File: config.mk
export PLATFORM = sky130hd
export DESIGN_NAME = uart_rx_cmd
export DESIGN_NICKNAME = d
export VERILOG_FILES = /design/src/rtl/uart_rx_cmd.sv
export SDC_FILE = /design/constraint.sdc
export NUM_CORES = 1
export LEC_CHECK = 0
export CORE_MARGIN = 10
export CORE_UTILIZATION = 49
export DETAILED_ROUTE_END_ITERATION = 10
export PLACE_DENSITY = 0.71
export SYNTH_ARGS = -nofsm -noshare
export SYNTH_HDL_FRONTEND = slang
export SYNTH_SLANG_ARGS = --single-unit
File: constraint.sdc
create_clock -name clk -period 6.2 [get_ports clk]
set_input_delay 0.62 -clock clk [delete_from_list [all_inputs] [get_ports clk]]
set_output_delay 0.62 -clock clk [all_outputs]
set_load 0.1 [all_outputs]
File: src/rtl/uart_rx_cmd.sv
`default_nettype none
// ============================================================================
// Module   : uart_rx_cmd
// Brief    : 8N1 UART receiver, 16x oversampled, baud set by ASCII rate code.
// Revision : 1.0 - initial release
// ============================================================================
module uart_rx_cmd #(
    parameter int DIV_1 = 27,
    parameter int DIV_5 = 54,
    parameter int DIV_A = 325
) (
    input  logic       clk,
    input  logic       reset,
    input  logic       iRX,
    input  logic [7:0] iRX_rate,
    output logic [7:0] oRX_data,
    output logic       oRX_valid,
    output logic       oFRAME_ERR,
    output logic       oRX_busy
);

    localparam int DIV_MAX_15 = (DIV_1 > DIV_5) ? DIV_1 : DIV_5;
    localparam int DIV_MAX    = (DIV_MAX_15 > DIV_A) ? DIV_MAX_15 : DIV_A;
    localparam int DW         = (DIV_MAX < 2) ? 1 : $clog2(DIV_MAX);

    // Divisors are held as terminal count (DIV-1) so the counter compares directly.
    localparam logic [DW-1:0] TC_1 = DW'(DIV_1 - 1);
    localparam logic [DW-1:0] TC_5 = DW'(DIV_5 - 1);
    localparam logic [DW-1:0] TC_A = DW'(DIV_A - 1);
    localparam logic [DW-1:0] ONE  = DW'(1);

    typedef enum logic [2:0] {
        S_IDLE  = 3'd0,
        S_START = 3'd1,
        S_DATA  = 3'd2,
        S_STOP  = 3'd3,
        S_WAIT  = 3'd4
    } state_t;

    state_t        state;
    logic          rx_meta;
    logic          rx_s;
    logic [DW-1:0] div_tc;
    logic [DW-1:0] rate_tc;
    logic [DW-1:0] tcnt;
    logic [3:0]    os;
    logic [2:0]    bitn;
    logic [7:0]    shreg;
    logic          tick;
    logic          mid_tick;
    logic          end_tick;

    always_ff @(posedge clk or negedge reset) begin
        if (!reset) begin
            rx_meta <= 1'b1;
            rx_s    <= 1'b1;
        end else begin
            rx_meta <= iRX;
            rx_s    <= rx_meta;
        end
    end

    // Unknown rate codes keep whatever divisor was latched last.
    always_comb begin
        rate_tc = div_tc;
        case (iRX_rate)
            8'h31:   rate_tc = TC_1;
            8'h35:   rate_tc = TC_5;
            8'h41:   rate_tc = TC_A;
            default: rate_tc = div_tc;
        endcase
    end

    assign tick     = (state != S_IDLE) && (tcnt == div_tc);
    assign mid_tick = tick && (os == 4'd7);
    assign end_tick = tick && (os == 4'd15);

    always_ff @(posedge clk or negedge reset) begin
        if (!reset) begin
            state      <= S_IDLE;
            div_tc     <= TC_1;
            tcnt       <= '0;
            os         <= 4'd0;
            bitn       <= 3'd0;
            shreg      <= 8'h00;
            oRX_data   <= 8'h00;
            oRX_valid  <= 1'b0;
            oFRAME_ERR <= 1'b0;
            oRX_busy   <= 1'b0;
        end else begin
            oRX_valid  <= 1'b0;
            oFRAME_ERR <= 1'b0;

            if (tick) begin
                tcnt <= '0;
                os   <= os + 4'd1;
            end else if (state != S_IDLE) begin
                tcnt <= tcnt + ONE;
            end

            case (state)
                S_IDLE: begin
                    tcnt <= '0;
                    os   <= 4'd0;
                    if (!rx_s) begin
                        state    <= S_START;
                        div_tc   <= rate_tc;
                        oRX_busy <= 1'b1;
                    end
                end
                S_START: begin
                    if (mid_tick) begin
                        os <= 4'd0;
                        if (!rx_s) begin
                            state <= S_DATA;
                            bitn  <= 3'd0;
                        end else begin
                            state    <= S_IDLE;
                            oRX_busy <= 1'b0;
                        end
                    end
                end
                S_DATA: begin
                    if (end_tick) begin
                        shreg <= {rx_s, shreg[7:1]};
                        bitn  <= bitn + 3'd1;
                        if (bitn == 3'd7) begin
                            state <= S_STOP;
                        end
                    end
                end
                S_STOP: begin
                    if (end_tick) begin
                        if (rx_s) begin
                            oRX_data  <= shreg;
                            oRX_valid <= 1'b1;
                            oRX_busy  <= 1'b0;
                            state     <= S_IDLE;
                        end else begin
                            oFRAME_ERR <= 1'b1;
                            state      <= S_WAIT;
                        end
                    end
                end
                // A stuck-low line parks here so it cannot spawn back-to-back frames.
                S_WAIT: begin
                    if (rx_s) begin
                        state    <= S_IDLE;
                        oRX_busy <= 1'b0;
                    end
                end
                default: begin
                    state    <= S_IDLE;
                    oRX_busy <= 1'b0;
                end
            endcase
        end
    end

endmodule
`default_nettype wire

# After elaboration in Yosys (flattened, before gate mapping)
# Index checks and enable logic that the tools add are counted.
dict set report classes {
  add_sub_neg 3
  eq_ne 18
  muxes 31
  n_bitwise 2
  reduce_logical 14
}
# cell n
set op_table {}
lappend op_table {{two-way mux 3 bit} 10}
lappend op_table {{two-way mux 9 bit} 3}
lappend op_table {{case mux 9 bit (3 select lines)} 1}
lappend op_table {{== test 8 x 6 -> 1 bit (second input constant)} 2}
lappend op_table {{case mux 3 bit (5 select lines)} 1}
lappend op_table {{inequality test 2 bit (second input constant)} 7}
lappend op_table {{two-way mux 1 bit} 10}
lappend op_table {{adder 9 x 1 -> 9 bit (second input constant)} 1}
lappend op_table {{== test 9 bit} 1}
lappend op_table {{nonzero test 3 bit} 3}
lappend op_table {{== test 8 x 7 -> 1 bit (second input constant)} 1}
lappend op_table {{two-way mux 4 bit} 2}
lappend op_table {{case mux 4 bit (2 select lines)} 1}
lappend op_table {{AND reduction 4 bit} 2}
lappend op_table {{== test 3 x 2 -> 1 bit (second input constant)} 2}
lappend op_table {{== test 3 bit (second input constant)} 2}
lappend op_table {{case mux 3 bit (2 select lines)} 1}
lappend op_table {{AND reduction 3 bit} 2}
lappend op_table {{AND reduction 6 bit} 1}
lappend op_table {{case mux 1 bit (5 select lines)} 1}
lappend op_table {{adder 4 x 1 -> 4 bit (second input constant)} 1}
lappend op_table {{== test 4 x 3 -> 1 bit (second input constant)} 1}
lappend op_table {{== test 4 bit (second input constant)} 1}
lappend op_table {{adder 3 x 1 -> 3 bit (second input constant)} 1}
lappend op_table {{other kinds (7)} 10}
dict set report totals {
  regBits 49
  word_cells 80
}

# Depth between registers and ports, before layout
dict set report logic_depth {
  word_depth 5
  ltp_mapped 7
}

# Least setup slack after synthesis
# Ideal clock, no wire load.
dict set report synth_timing {
  path_type {register to register}
  start {register tcnt[0]}
  end {register bitn[0]}
  setup_time_ns 0.125
  arrival_time_ns 2.271
  path_slack_ns 3.804
  path_stages_with_launch 6
  n_path_buf 0
  period_less_slack_ns 2.396
  path_cell_list {dfrtp_1 > or3_1 > a211o_1 > or4_4 > or3_4 > mux2_4}
}
dict set report synth_via {
  elab_chain_cells 5
  word_cells_on_any_way 7
  cone_classes {eq/ne (3); reduce/logical (4)}
}
# element line_no
set synth_lines {}
lappend synth_lines {{start: declaration} 45} ;# logic [DW-1:0] tcnt;
lappend synth_lines {{start signal: assignment} 98} ;# tcnt <= tcnt + ONE;
lappend synth_lines {{== test 9 bit *} 74} ;# assign tick = (state != S_IDLE) && (tcnt == div_tc);
lappend synth_lines {{logical AND 1 bit *} 74}
lappend synth_lines {{logical AND 1 bit (on tied branches)} {76, 75}}
lappend synth_lines {{inequality test 2 bit (no source line)} --}
lappend synth_lines {{AND reduction 4 bit (no source line) *} --}
lappend synth_lines {{end signal: assignment} 126} ;# bitn <= bitn + 3'd1;
lappend synth_lines {{end: declaration} 47} ;# logic [2:0] bitn;
# Every way passes the cells marked *; elsewhere a longest branch is shown, timed or not.
# A chain may end at the register's enable or synchronous reset.

# Final worst setup path
dict set report layout_timing {
  start {register tcnt[0]}
  end {register shreg[2]}
}
dict set report layout_via {
  elab_chain_cells 4
}
# element line_no
set layout_lines {}
lappend layout_lines {{== test 9 bit} 74}
lappend layout_lines {{logical AND 1 bit} 74}
lappend layout_lines {{logical AND 1 bit} 76} ;# assign end_tick = tick && (os == 4'd15);
lappend layout_lines {{AND reduction 2 bit (no source line)} --}
lappend layout_lines {{end signal: assignment} 125} ;# shreg <= {rx_s, shreg[7:1]};
lappend layout_lines {{end: declaration} 48} ;# logic [7:0] shreg;
# Every way passes these cells.

==> metrics.csv <==
metric,value,unit
final_common_cell,dfrtp_1,
fin_crit_sh,0.407,
totalWireLength,3.98,mm
post_cts_buffers,0,
grt_remaining_overflow,0,
rsz0062_at_grt,false,
fp.dieH,85.0,um
cp-end-kind,flop,
nNetsFinal,215,
outcome,"finished, final reports clean",
synth.area.top_cells,"dfrtp_1 (50%), mux2_2 (8.7%), dfstp_2 (5.1%)",
crit_required,6.40,ns
synth_edf_count,0,
power_switching,174,uW
synth_area_leader_cell,dfrtp_1,
criticalPathCategory,reg -> reg,
drt-pass1-iter-count,4,
wl_per_cell,15.8,um
yosysUniqueCellTypes,42,
path_max_fanout,10,
hpwl,2.91,mm
numPortBuffers,21,
p_leak,0.00112,uW
whs,0.357,ns
fp.coreArea,4060,um2
diodes,0,
vias,1420,
syn-cell-area,2070,um2
final_antenna_net_count,0,
path_clk_slew,0.09,ns
tightest_slew,0.999,ns
peakVddDrop,0.188,mV
grt_pass1_wl,6.75,mm
p_int,431,uW
boundaryPins,22,
cpMaxStageDelayCell,nor4_4,
hold_viol_final,0,
ys_seq_elements,45,
fin_area,2400,um2
fin_tns_setup,0,ns
cts.sinks,45,
combPwrFrac,0.116,
drive_gt1_frac,0.179,
fill_cells,325,
clk_path_buf_depth,2,
placed_cells,243,
synth-main-ff-cell,dfrtp_1,
async_reset_ff_frac,1.00,
final_cell_mix,"dfrtp_1 (41), clkdlybuf4s50_1 (20), nor2_1 (19), mux2_2 (16), xor2_1 (8)",
viasPerCell,5.66,
total_power,605,uW
grt_pass1_vias,1501,
synthCells,179,
skew,0.0100,ns
seqCellArea,1130,um2
dpl_cell_area,2310,um2
syn_nets,194,
p_seq_frac,0.574,
avgSynthCellArea,11.6,um2
cts_repair_resize_count,0,
clock-root-buffer,clkbuf_8,
multi_input_area,887,um2
area_delta_synth_final,16.0,%
antenna_found_initial,0,
gp_congestion,0.821,
stdcell_count,251,
die_w,85.0,um
crit_arrival,2.72,ns
start_kind,flop,
insertion_delay,0.30,ns
max_stage_delay,0.54,ns
std_cell_rows,23,
grt_max_degree,46,
setup_viol,0,
yosysSeqAreaShare,0.546,
drtIter0Drc,117,
grt_usage,0.113,
path_cells,or3_1 -> a211o_1 -> nor4_4 -> and3_1 -> mux2_2,
die-area,7230,um2
yosys_warnings,0,
numCtsBuffers,5,
power_frac_clock,0.310,
yosysTopAreaCellShare,0.495,
switching_share,0.287,
drv_slew,0,
cts_tree,done,
max_freq,0.397,GHz
start_util,0.510,
drc_errors,0,
cap_violations,0,
period_needed,2.52,ns
ctsHoldBuffers,0,
slew-limit-headroom,0.332,
h-tree-depth,2,
min_path_type,reg -> reg,
p_per_area,252,nW/um2
==> final timing paths <==
path	endpoint	start	slack, ns	cells past startpoint
max	shreg[2]$_DFFE_PN0P_	tcnt[0]$_DFFE_PN0P_	3.68	5
min	rx_s$_DFF_PN1_	rx_meta$_DFF_PN1_	0.36	0
max reg2reg	shreg[2]$_DFFE_PN0P_	tcnt[0]$_DFFE_PN0P_	3.68	5
min reg2reg	rx_s$_DFF_PN1_	rx_meta$_DFF_PN1_	0.36	0
max in group asynchronous	tcnt[2]$_DFFE_PN0P_	reset	5.14	1
min in group asynchronous	state[0]$_DFFE_PN0P_	reset	0.47	1
==> routing by layer <==
metal / global-route usage / share of wire / up-vias
li1: - / - / 678
met1: 0.138 / 0.47 / 709
met2: 0.176 / 0.47 / 29
met3: 0.0392 / 0.054 / 4
met4: 0.0509 / 0.0081 / 0
met5: 0 / 0 / -
==> flip-flops by register name, summed over array words and instances, names as in the netlist, 3 cells and up <==
name	cells
os	4
oRX_data	8
bitn	3
shreg	8
tcnt	9
div_tc	5
state	3
==> per-stage QoR <==
stage / setup slack [ns] / util
after floorplan: 3.80 / -
after global placement: 3.66 / 0.569
after detailed placement: 3.60 / 0.569
after CTS: 3.66 / 0.592
after global routing: 3.49 / 0.592
final: 3.68 / 0.592
==> final cells by class <==
| cell class | count | share of cell area |
|---|---|---|
| flip-flops and latches | 45 | 0.471 |
| multi-input cells | 121 | 0.369 |
| repair buffers | 21 | 0.0854 |
| clock buffers | 5 | 0.0286 |
| well taps | 50 | 0.0260 |
| clock inverters | 3 | 0.0104 |
| inverters | 6 | 0.00938 |
==> cells in the mapped netlist, drive strengths merged, types with 5 or more instances <==
master / n
and3: 7
inv: 6
nor2: 19
mux2: 17
nor3: 7
xor2: 8
a21oi: 5
dfrtp: 41
or3: 6
nand2: 6
nand3: 8
==> worst max-delay path, delay by kind of cell, from the launching register on <==
kind / cells / cell delay (ns)
and+or+nand+nor: 3 / 1.25
DFF: 1 / 0.45
AOI/OAI and AO/OA: 1 / 0.36
muxes: 1 / 0.35
==> logic make-up after synthesis <==
family,after synthesis,synth area share
simple gates,63,0.172
flops,45,0.546
compound gates,23,0.0773
mux,18,0.0991
buf+inv,13,0.0254
xor+xnor,12,0.0508
fa+ha+maj,5,0.0290
==> power by group through the flow <==
stage	sequential, uW	combinational [uW]	clock [uW]
6_report	347	70.1	188
5_1_grt	351	79.9	208
4_1_cts	346	71.3	195
3_5_place_dp	352	71.2	0
3_3_place_gp	350	67.2	0
2_1_floorplan	344	50.9	0
(Power assumes the default switching activity.)
